File: config.mk
export PLATFORM = sky130hd
export DESIGN_NAME = m_dmem_arb
export DESIGN_NICKNAME = d
export VERILOG_FILES = /design/src/rtl/m_dmem_arb_pkg.sv /design/src/rtl/m_arb_rdret.sv /design/src/rtl/m_dmem_arb.sv
export SDC_FILE = /design/constraint.sdc
export NUM_CORES = 1
export LEC_CHECK = 0
export ABC_AREA = 1
export CORE_AREA = 2 2 93 95
export CTS_CLUSTER_DIAMETER = 60
export DETAILED_ROUTE_END_ITERATION = 8
export DIE_AREA = 0 0 95 97
export PLACE_DENSITY_LB_ADDON = 0.25
export REMOVE_ABC_BUFFERS = 1
export SYNTH_ARGS = -nofsm -noshare
export SYNTH_HDL_FRONTEND = slang
export SYNTH_HIERARCHICAL = 1
export SYNTH_SLANG_ARGS = --single-unit
File: constraint.sdc
create_clock -name w_clk -period 1.52 [get_ports w_clk]
set_input_delay 0.152 -clock w_clk [delete_from_list [all_inputs] [get_ports w_clk]]
set_output_delay 0.152 -clock w_clk [all_outputs]
set_load 0.02 [all_outputs]
File: src/rtl/m_dmem_arb_pkg.sv
// Shared types and constants for the data-memory arbiter slice.
// Holds arbiter state encoding, port indices and default limits.
package m_dmem_arb_pkg;

    typedef enum logic {
        ST_FREE  = 1'b0,
        ST_BURST = 1'b1
    } arb_state_e;

    localparam logic PORT_C = 1'b0;
    localparam logic PORT_D = 1'b1;

    localparam int MAX_WAIT_DEF  = 4;
    localparam int BURST_MAX_DEF = 8;

endpackage

File: src/rtl/m_arb_rdret.sv
// Read-return tracker: remembers which port issued a read last cycle.
// Ports: w_rd_gnt/w_rd_port in, w_m_rdata in, per-port rvalid/rdata out.
module m_arb_rdret
    import m_dmem_arb_pkg::*;
#(
    parameter int DW = 32
) (
    input  logic          w_clk,
    input  logic          w_rst_n,
    input  logic          w_rd_gnt,
    input  logic          w_rd_port,
    input  logic [DW-1:0] w_m_rdata,
    output logic          w_c_rvalid,
    output logic [DW-1:0] w_c_rdata,
    output logic          w_d_rvalid,
    output logic [DW-1:0] w_d_rdata
);

    logic r_pend;
    logic r_port;

    always_ff @(posedge w_clk or negedge w_rst_n) begin
        if (!w_rst_n) begin
            r_pend <= 1'b0;
            r_port <= PORT_C;
        end else begin
            r_pend <= w_rd_gnt;
            r_port <= w_rd_port;
        end
    end

    assign w_c_rvalid = r_pend & (r_port == PORT_C);
    assign w_d_rvalid = r_pend & (r_port == PORT_D);
    assign w_c_rdata  = w_c_rvalid ? w_m_rdata : '0;
    assign w_d_rdata  = w_d_rvalid ? w_m_rdata : '0;

endmodule

File: src/rtl/m_dmem_arb.sv
// Two-port arbiter for the shared data memory: C has priority, D bursts.
// Ports: C/D request sides, memory side w_m_*, stall, per-port read return.
module m_dmem_arb
    import m_dmem_arb_pkg::*;
#(
    parameter int AW        = 11,
    parameter int DW        = 32,
    parameter int MAX_WAIT  = MAX_WAIT_DEF,
    parameter int BURST_MAX = BURST_MAX_DEF
) (
    input  logic          w_clk,
    input  logic          w_rst_n,
    input  logic          w_c_req,
    input  logic          w_c_we,
    input  logic [AW-1:0] w_c_addr,
    input  logic [DW-1:0] w_c_wdata,
    output logic          w_c_gnt,
    output logic          w_c_stall,
    output logic          w_c_rvalid,
    output logic [DW-1:0] w_c_rdata,
    input  logic          w_d_req,
    input  logic          w_d_we,
    input  logic          w_d_lock,
    input  logic [AW-1:0] w_d_addr,
    input  logic [DW-1:0] w_d_wdata,
    output logic          w_d_gnt,
    output logic          w_d_rvalid,
    output logic [DW-1:0] w_d_rdata,
    output logic [AW-1:0] w_m_addr,
    output logic          w_m_we,
    output logic [DW-1:0] w_m_wdata,
    input  logic [DW-1:0] w_m_rdata
);

    localparam int WW = $clog2(MAX_WAIT + 1);
    localparam int BW = $clog2(BURST_MAX + 1);
    localparam logic [WW-1:0] WMAX = WW'(MAX_WAIT);
    localparam logic [BW-1:0] BMAX = BW'(BURST_MAX);
    localparam bit BURST_EN = (BURST_MAX > 1);

    arb_state_e    state;
    arb_state_e    state_nx;
    logic [WW-1:0] wait_cnt;
    logic [WW-1:0] wait_nx;
    logic [BW-1:0] burst_cnt;
    logic [BW-1:0] burst_nx;
    logic [BW-1:0] burst_inc;
    logic          d_force;
    logic          rd_gnt;
    logic          rd_port;

    assign burst_inc = burst_cnt + BW'(1);
    // Starvation override: D wins outright once it has waited MAX_WAIT cycles.
    assign d_force   = w_d_req & (wait_cnt == WMAX);

    always_ff @(posedge w_clk or negedge w_rst_n) begin
        if (!w_rst_n) begin
            state     <= ST_FREE;
            wait_cnt  <= '0;
            burst_cnt <= '0;
        end else begin
            state     <= state_nx;
            wait_cnt  <= wait_nx;
            burst_cnt <= burst_nx;
        end
    end

    always_comb begin
        w_c_gnt  = 1'b0;
        w_d_gnt  = 1'b0;
        state_nx = state;
        burst_nx = burst_cnt;
        unique case (state)
            ST_FREE: begin
                if (d_force) begin
                    w_d_gnt = 1'b1;
                end else if (w_c_req) begin
                    w_c_gnt = 1'b1;
                end else if (w_d_req) begin
                    w_d_gnt = 1'b1;
                end
                if (w_d_gnt && w_d_lock && BURST_EN) begin
                    state_nx = ST_BURST;
                    burst_nx = BW'(1);
                end
            end
            ST_BURST: begin
                if (w_d_req) begin
                    w_d_gnt = 1'b1;
                    if (w_d_lock && (burst_inc < BMAX)) begin
                        burst_nx = burst_inc;
                    end else begin
                        state_nx = ST_FREE;
                        burst_nx = '0;
                    end
                end else begin
                    // D released the bus early; C may take this same cycle.
                    w_c_gnt  = w_c_req;
                    state_nx = ST_FREE;
                    burst_nx = '0;
                end
            end
            default: begin
                state_nx = ST_FREE;
                burst_nx = '0;
            end
        endcase
    end

    always_comb begin
        wait_nx = '0;
        if (w_d_req && !w_d_gnt) begin
            wait_nx = (wait_cnt == WMAX) ? WMAX : wait_cnt + WW'(1);
        end
    end

    always_comb begin
        w_m_addr  = '0;
        w_m_we    = 1'b0;
        w_m_wdata = '0;
        unique case (1'b1)
            w_c_gnt: begin
                w_m_addr  = w_c_addr;
                w_m_we    = w_c_we;
                w_m_wdata = w_c_wdata;
            end
            w_d_gnt: begin
                w_m_addr  = w_d_addr;
                w_m_we    = w_d_we;
                w_m_wdata = w_d_wdata;
            end
            default: ;
        endcase
    end

    assign w_c_stall = w_c_req & ~w_c_gnt;
    assign rd_gnt    = (w_c_gnt | w_d_gnt) & ~w_m_we;
    assign rd_port   = w_d_gnt ? PORT_D : PORT_C;

    m_arb_rdret #(
        .DW (DW)
    ) u_rdret (
        .w_clk      (w_clk),
        .w_rst_n    (w_rst_n),
        .w_rd_gnt   (rd_gnt),
        .w_rd_port  (rd_port),
        .w_m_rdata  (w_m_rdata),
        .w_c_rvalid (w_c_rvalid),
        .w_c_rdata  (w_c_rdata),
        .w_d_rvalid (w_d_rvalid),
        .w_d_rdata  (w_d_rdata)
    );

endmodule

==> results of run 1 <==
==> registers in the layout, summed over array words and instances, names as in the netlist <==
signal and count:
state 1, burst_cnt 4, wait_cnt 3, u_rdret/r_port 1
u_rdret/r_pend 1
==> layer usage <==
layer	wire, um	vias to the layer above	GRT usage
met1	2770	1160	0.163
met4	139	0	0.0390
met2	4530	153	0.349
met5	0	-	0
met3	916	10	0.0483
li1	-	1383	-
==> per-stage QoR <==
step                      power (uW)  worst slack (ns)  area [um^2]
after floorplan                 1790           -0.0461         1430
after global placement          3550            -0.609         4100
after detailed placement        3560            -0.642         4100
after CTS                       4070            -0.259         4370
after global routing            4290            -0.274         4260
final                           4000            -0.176         4260
==> cells in the final DEF (no fill, tap or decap), types with 4 or more instances in the layout <==
cell type	instances
clkdlybuf4s15_1	4
nand2_1	119
nor2_1	67
buf_4	10
clkdlybuf4s50_1	123
nand2_2	28
buf_6	45
dlygate4sd2_1	32
buf_16	4
dfrtp_1	10
nand3_1	4
clkbuf_2	31
buf_12	7
inv_1	42
==> kinds of logic (layout without fill, tap and decap cells) <==
family / count (synthesis) / after routing / share of synthesized area
flip-flops: 10 / 10 / 0.161
buffers and inverters: 61 / 307 / 0.197
AND/OR/NAND/NOR: 226 / 226 / 0.583
adder cells (fa/ha/maj): 3 / 3 / 0.0241
AO/OA/AOI/OAI: 6 / 6 / 0.0233
XOR/XNOR: 2 / 2 / 0.0112
==> layout make-up <==
class,instances,area [um^2],area share
tap,105,131,0.0308
clock buffer,3,41.3,0.00969
timing repair buffer,258,2570,0.603
sequential,10,250,0.0588
inverter,46,183,0.0429
multi-input combinational,237,1080,0.255
==> worst register-to-register path: stages (launching register included) <==
cell	delay [ns]
dfrtp_1	0.38
inv_2	0.08
ha_4	0.15
nand3_4	0.10
nand3_4	0.14
buf_12	0.16
inv_4	0.04
buf_4	0.12
nand2_1	0.10
nor2_1	0.05
==> worst max path at each step <==
stage,to,slack [ns],depth (start not counted)
global route,w_m_addr[1],-0.27,9
finish,w_m_addr[1],-0.18,9
CTS,w_m_wdata[9],-0.26,9
global placement,w_m_wdata[7],-0.61,7
floorplan,u_rdret/r_pend,-0.05,7
detailed placement,w_m_wdata[7],-0.64,7
==> power by group through the flow <==
stage	Combinational, uW	Sequential, uW	Clock [uW]
5_1_grt	3590	412	295
3_3_place_gp	3160	394	0
2_1_floorplan	1390	395	0
3_5_place_dp	3170	395	0
4_1_cts	3400	393	277
6_report	3340	393	270
==> what timing repair did <==
action / CTS / global route
hold buffers: 0 / 0
resized for setup: 371 / 77
gates cloned: 5 / 0
pin swaps: 6 / 2
setup buffers: 4 / 0
setup endpoints to repair: 113 / 85
==> results.json, run 1 <==
{
  "run_status": "complete, but fails checks",
  "violations": "negative setup slack",
  "ant_nets": 0,
  "htree_num_levels": 1,
  "grt_first_pass_wirelength_mm": 12.6,
  "timing.setup.critical_path_class": "reg -> out",
  "drt_first_iter_violations": 46,
  "yosysMostFrequentCell": "nand2_1",
  "die_height_um": 97,
  "worst_path_largest_cell_delay_ns": 0.38,
  "critical_path_buf_inv_count": 4,
  "global_route.overflow_total": 0,
  "synth_enable_flop_cells": 0,
  "clock_insertion_delay_worst_skew_ns": 0.24,
  "area_growth_syn_to_layout_pct": 173,
  "grt_max_degree": 34,
  "die_w_um": 95,
  "p_leak_uw": 0.00237,
  "cts_buffers": 3,
  "maximum_fanout_encountered_on_the_critical_timing_path": 13,
  "postSynthCellCount": 308,
  "cts.root.buffer_cell": "clkbuf_8",
  "start_point_of_the_critical_path": "wait_cnt[0]",
  "period_minus_slack_ns": 1.70,
  "worstRegToRegCells": 9,
  "drive_gt1_frac": 0.256,
  "boundary_pin_count": 238,
  "numPlacedInstances": 648,
  "routedWlPerCell_um": 12.7,
  "crit_required_ns": 1.37,
  "syn_area_um2": 1560,
  "antenna_found_initial": 0,
  "synth_top_cell_area_share": 0.332,
  "timing.critical_path.to_type": "output pin",
  "fin_worst_skew_ns": 0.00599,
  "drt_drc_violations_left": 0,
  "rsz0062_at_grt": "yes",
  "cp_cell_sequence": "inv_2 -> ha_4 -> nand3_4 -> nand2_4 -> inv_8 -> buf_12 -> nand2_1 -> nand2_1 -> buf_6",
  "hp-class": "in -> async",
  "grt_util_all_layers": 0.172,
  "critical_path.top_delay_family": "buffers and inverters",
  "relative_contribution_of_the_clock_network_to_total_power": 0.068,
  "worst_ir_drop_vdd_mv": 0.516,
  "finalHoldWorstSlack_ns": 0.240,
  "gpl.final_weighted_congestion": 0.826,
  "timing.final.setup_violations": 46,
  "design.die.area_um2": 9220,
  "final_net_count": 684,
  "pwr-share-comb": 0.834,
  "yosys_register_bits": 10,
  "drv.max_cap_violation_count": 0,
  "postRouteWirelength_mm": 8.36,
  "finalHoldViolCount": 0,
  "max-clock-path-buffers": 2,
  "relSlewSlack": 0.684,
  "internal_power_uw": 2090,
  "rows": 33,
  "floorplan.initialDensity": 0.192,
  "critical_path_start_type": "flop",
  "synth_warnings": 6,
  "router_iterations_before_antenna_repair": 4,
  "synth_ff_type": "dfrtp_1",
  "p_sw_frac": 0.477,
  "post_drt_via_cell_ratio": 4.11,
  "via_count_of_the_first_global_routing_pass": 2650,
  "tritoncts": "done",
  "nFillCells": 803,
  "async_flop_share": 1.00,
  "worst-slew-pin-transition_ns": 0.473,
  "final_min_period_over_clock_period": 1.12,
  "timing.critical_path.mode_cell": "nand2_1",
  "switching_power_uw": 1910,
  "fin_util": 0.524,
  "final_worst_setup_slack_ns": -0.176,
  "detailroute.via_count": 2706,
  "reg2reg_to": "wait_cnt[0]",
  "synthTopCellsByCount": "138 x nand2_1, 68 x nor2_1, 44 x inv_1, 11 x nand2_2, 10 x dfrtp_1",
  "critPathSlowestCell": "dfrtp_1",
  "synth.top_cells.by_area": "nand2_1 33%, nor2_1 16%, dfrtp_1 16%",
  "number_of_max_slew_violations_in_the_final_report": 0,
  "cts.sink_count": 10,
  "synth_top_area_cell": "nand2_1",
  "antenna_cells_inserted": 0,
  "setup_tns_ns": -6.97,
  "crit_arrival_ns": 1.54,
  "seq_power_share": 0.098,
  "half_perimeter_wire_length_of_the_detailed_placement_result_mm": 6.76,
  "worst_setup_hold_path_clk_slew_ns": 0.05,
  "seq_area_frac_synth": 0.161,
  "placement.io_buffers": 237,
  "p_per_area_nw_per_um2": 939,
  "coreArea_um2": 8130,
  "synthDistinctLibCells": 22,
  "layoutNonFillerInstCount": 659,
  "maxClockFrequency_ghz": 0.590,
  "r2r_start": "wait_cnt[0]",
  "rrSetupSlack_ns": 0.08,
  "synthesis.area_per_instance_um2": 5.06
}
Power figures use the tool's default switching activity.
==> run 2, diff against run 1 <==
CORE_AREA = default   (was 2 2 93 95)
CORE_MARGIN = 5   (was default)
CORE_UTILIZATION = 23   (was default)
DIE_AREA = default   (was 0 0 95 97)
SKIP_LAST_GASP = 1   (was default)
SLEW_MARGIN = 40   (was default)
==> run 2 against run 1 <==
Effect of this change: the flow still finishes with violations (negative setup slack); fmax fell by 8.4%; sequential power barely moved; worst setup slack got worse by 0.16 ns; combinational power rose by 6.3%; non-clock buffer count rose by 10; first-iteration DRC count did not move; die area fell by 7.5%; clock skew fell by 0.0039 ns; clock power rose by 26%; count of clock-buffer cells in the layout rose by 1; sequential cell count did not move; largest power group unchanged; critical path depth did not move.
==> results.json, run 2 (same netlist as run 1, synthesis figures left out) <==
{
  "run_status": "complete, but fails checks",
  "violations": "negative setup slack",
  "antenna_found_initial": 0,
  "reg2reg_to": "wait_cnt[0]",
  "mostFrequentLayoutCell": "clkdlybuf4s50_1",
  "timing.critical_path.to_type": "output pin",
  "post_drt_via_cell_ratio": 4.39,
  "critical_path_start_type": "input pin",
  "tritoncts": "done",
  "relSlewSlack": 0.693,
  "area_growth_syn_to_layout_pct": 181,
  "numPlacedInstances": 625,
  "routedWlPerCell_um": 15.5,
  "floorplan.initialDensity": 0.233,
  "timing.critical_path.mode_cell": "nand2_1",
  "worst_ir_drop_vdd_mv": 0.541,
  "half_perimeter_wire_length_of_the_detailed_placement_result_mm": 7.72,
  "router_iterations_before_antenna_repair": 4,
  "max-clock-path-buffers": 2,
  "crit_arrival_ns": 1.70,
  "worst-slew-pin-transition_ns": 0.459,
  "via_count_of_the_first_global_routing_pass": 2789,
  "maximum_fanout_encountered_on_the_critical_timing_path": 15,
  "final_worst_setup_slack_ns": -0.332,
  "grt_max_degree": 34,
  "crit_required_ns": 1.37,
  "drv.max_cap_violation_count": 0,
  "p_per_area_nw_per_um2": 977,
  "worst_path_largest_cell_delay_ns": 0.50,
  "cp_cell_sequence": "clkdlybuf4s50_1 -> inv_1 -> a21oi_2 -> nand2_8 -> inv_8 -> buf_12 -> nand2_1 -> nand2_1 -> buf_2",
  "r2r_start": "wait_cnt[0]",
  "final_cell_mix": "123 x clkdlybuf4s50_1, 112 x nand2_1, 67 x nor2_1",
  "drt_first_iter_violations": 46,
  "hp-class": "in -> async",
  "rsz0062_at_grt": "yes",
  "p_leak_uw": 0.00246,
  "detailroute.via_count": 2834,
  "max_flop_register": "burst_cnt",
  "ant_nets": 0,
  "cts.sink_count": 10,
  "max_reg_flops": 4,
  "number_of_max_slew_violations_in_the_final_report": 0,
  "gpl.final_weighted_congestion": 0.883,
  "htree_num_levels": 1,
  "final_net_count": 694,
  "boundary_pin_count": 238,
  "rrSetupSlack_ns": -0.03,
  "post_cts_hold_buffer_count": 0,
  "antenna_cells_inserted": 0,
  "coreArea_um2": 6680,
  "maxClockFrequency_ghz": 0.540,
  "top_registers": "burst_cnt (4), wait_cnt (3)",
  "drive_gt1_frac": 0.280,
  "design.die.area_um2": 8520,
  "final_min_period_over_clock_period": 1.22,
  "rows": 30,
  "grt_util_all_layers": 0.203,
  "timing.final.setup_violations": 50,
  "cts_buffers": 3,
  "layoutNonFillerInstCount": 645,
  "global_route.overflow_total": 0,
  "critPathSlowestCell": "clkdlybuf4s50_1",
  "placement.io_buffers": 237,
  "timing.setup.critical_path_class": "in -> out",
  "finalHoldWorstSlack_ns": 0.235,
  "grt_first_pass_wirelength_mm": 13.8,
  "fin_worst_skew_ns": 0.00206,
  "worstRegToRegCells": 10,
  "cts.root.buffer_cell": "clkbuf_8",
  "period_minus_slack_ns": 1.85,
  "die_height_um": 92.3,
  "drt_drc_violations_left": 0,
  "finalHoldViolCount": 0,
  "clock_insertion_delay_worst_skew_ns": 0.23,
  "die_w_um": 92.3,
  "postRouteWirelength_mm": 9.99,
  "worst_setup_hold_path_clk_slew_ns": 0.05
}
run 2: cell types whose count changed in the layout (fill, tap and decap cells not counted), moves of 2 or more:
| cell | before | now |
|---|---|---|
| nand2_1 | 119 | 112 |
| buf_4 | 10 | 18 |
| nand2_4 | 2 | 6 |
| clkbuf_2 | 31 | 28 |
| clkbuf_16 | 0 | 2 |
| nand2_2 | 28 | 30 |
| buf_6 | 45 | 36 |
| buf_2 | 0 | 9 |
| clkdlybuf4s15_1 | 4 | 7 |
run 2: critical path: cells and delay by family:
kind            cells  cell delay [ns]
simple gates        3             0.21
buf+inv             5             1.03
compound gates      1             0.30
run 2: worst max path at each step:
| stage | start | to | slack, ns | depth (start not counted) |
|---|---|---|---|---|
| floorplan | wait_cnt[0] | u_rdret/r_pend | -0.05 | 7 |
| global placement | w_d_req | w_m_wdata[7] | -0.62 | 7 |
| detailed placement | w_d_req | w_c_stall | -0.66 | 7 |
| CTS | wait_cnt[1] | w_m_wdata[2] | -0.27 | 10 |
| global route | w_c_req | w_m_addr[8] | -0.43 | 9 |
| finish | w_c_req | w_m_wdata[20] | -0.33 | 9 |
run 2: metal layers:
layer	routed length (um)	global-route usage	vias up
met4	136	0.0408	0
li1	-	-	1401
met5	0	0	-
met2	5680	0.430	149
met3	870	0.0617	8
met1	3300	0.184	1276
run 2: final cells by class:
class                      count  area (um^2)
timing repair buffer         268         2650
tap                           80          100
sequential                    10          250
clock buffer                   4         55.1
fill                         615         2300
inverter                      46          180
multi-input combinational    237         1140
run 2: timing repair:
item | in CTS | in global routing
endpoints found under the setup margin | 116 | 86
pin swaps | 17 | 3
resized for setup | 349 | 94
gates cloned | 5 | 3
setup buffers | 6 | 3
run 2: stage by stage:
step,instance area (um^2),power [uW],utilization,setup WS (ns),setup TNS (ns)
floorplan,1430,1790,-,-0.0461,-0.0788
global placement,4090,3560,0.612,-0.620,-27.39
detailed placement,4090,3600,0.612,-0.657,-29.40
CTS,4290,4080,0.643,-0.269,-11.07
global route,4380,4550,0.656,-0.430,-17.89
finish,4380,4280,0.656,-0.332,-13.34
run 2: report_power, final:
| group | total (uW) | switching [uW] | internal [uW] | leakage [uW] |
|---|---|---|---|---|
| logic | 3550 | 1850 | 1700 | 0.00230 |
| registers | 392 | 59.6 | 332 | 0.000131 |
| clock network | 339 | 111 | 228 | 0.0000288 |
| total | 4280 | 2020 | 2260 | 0.00246 |
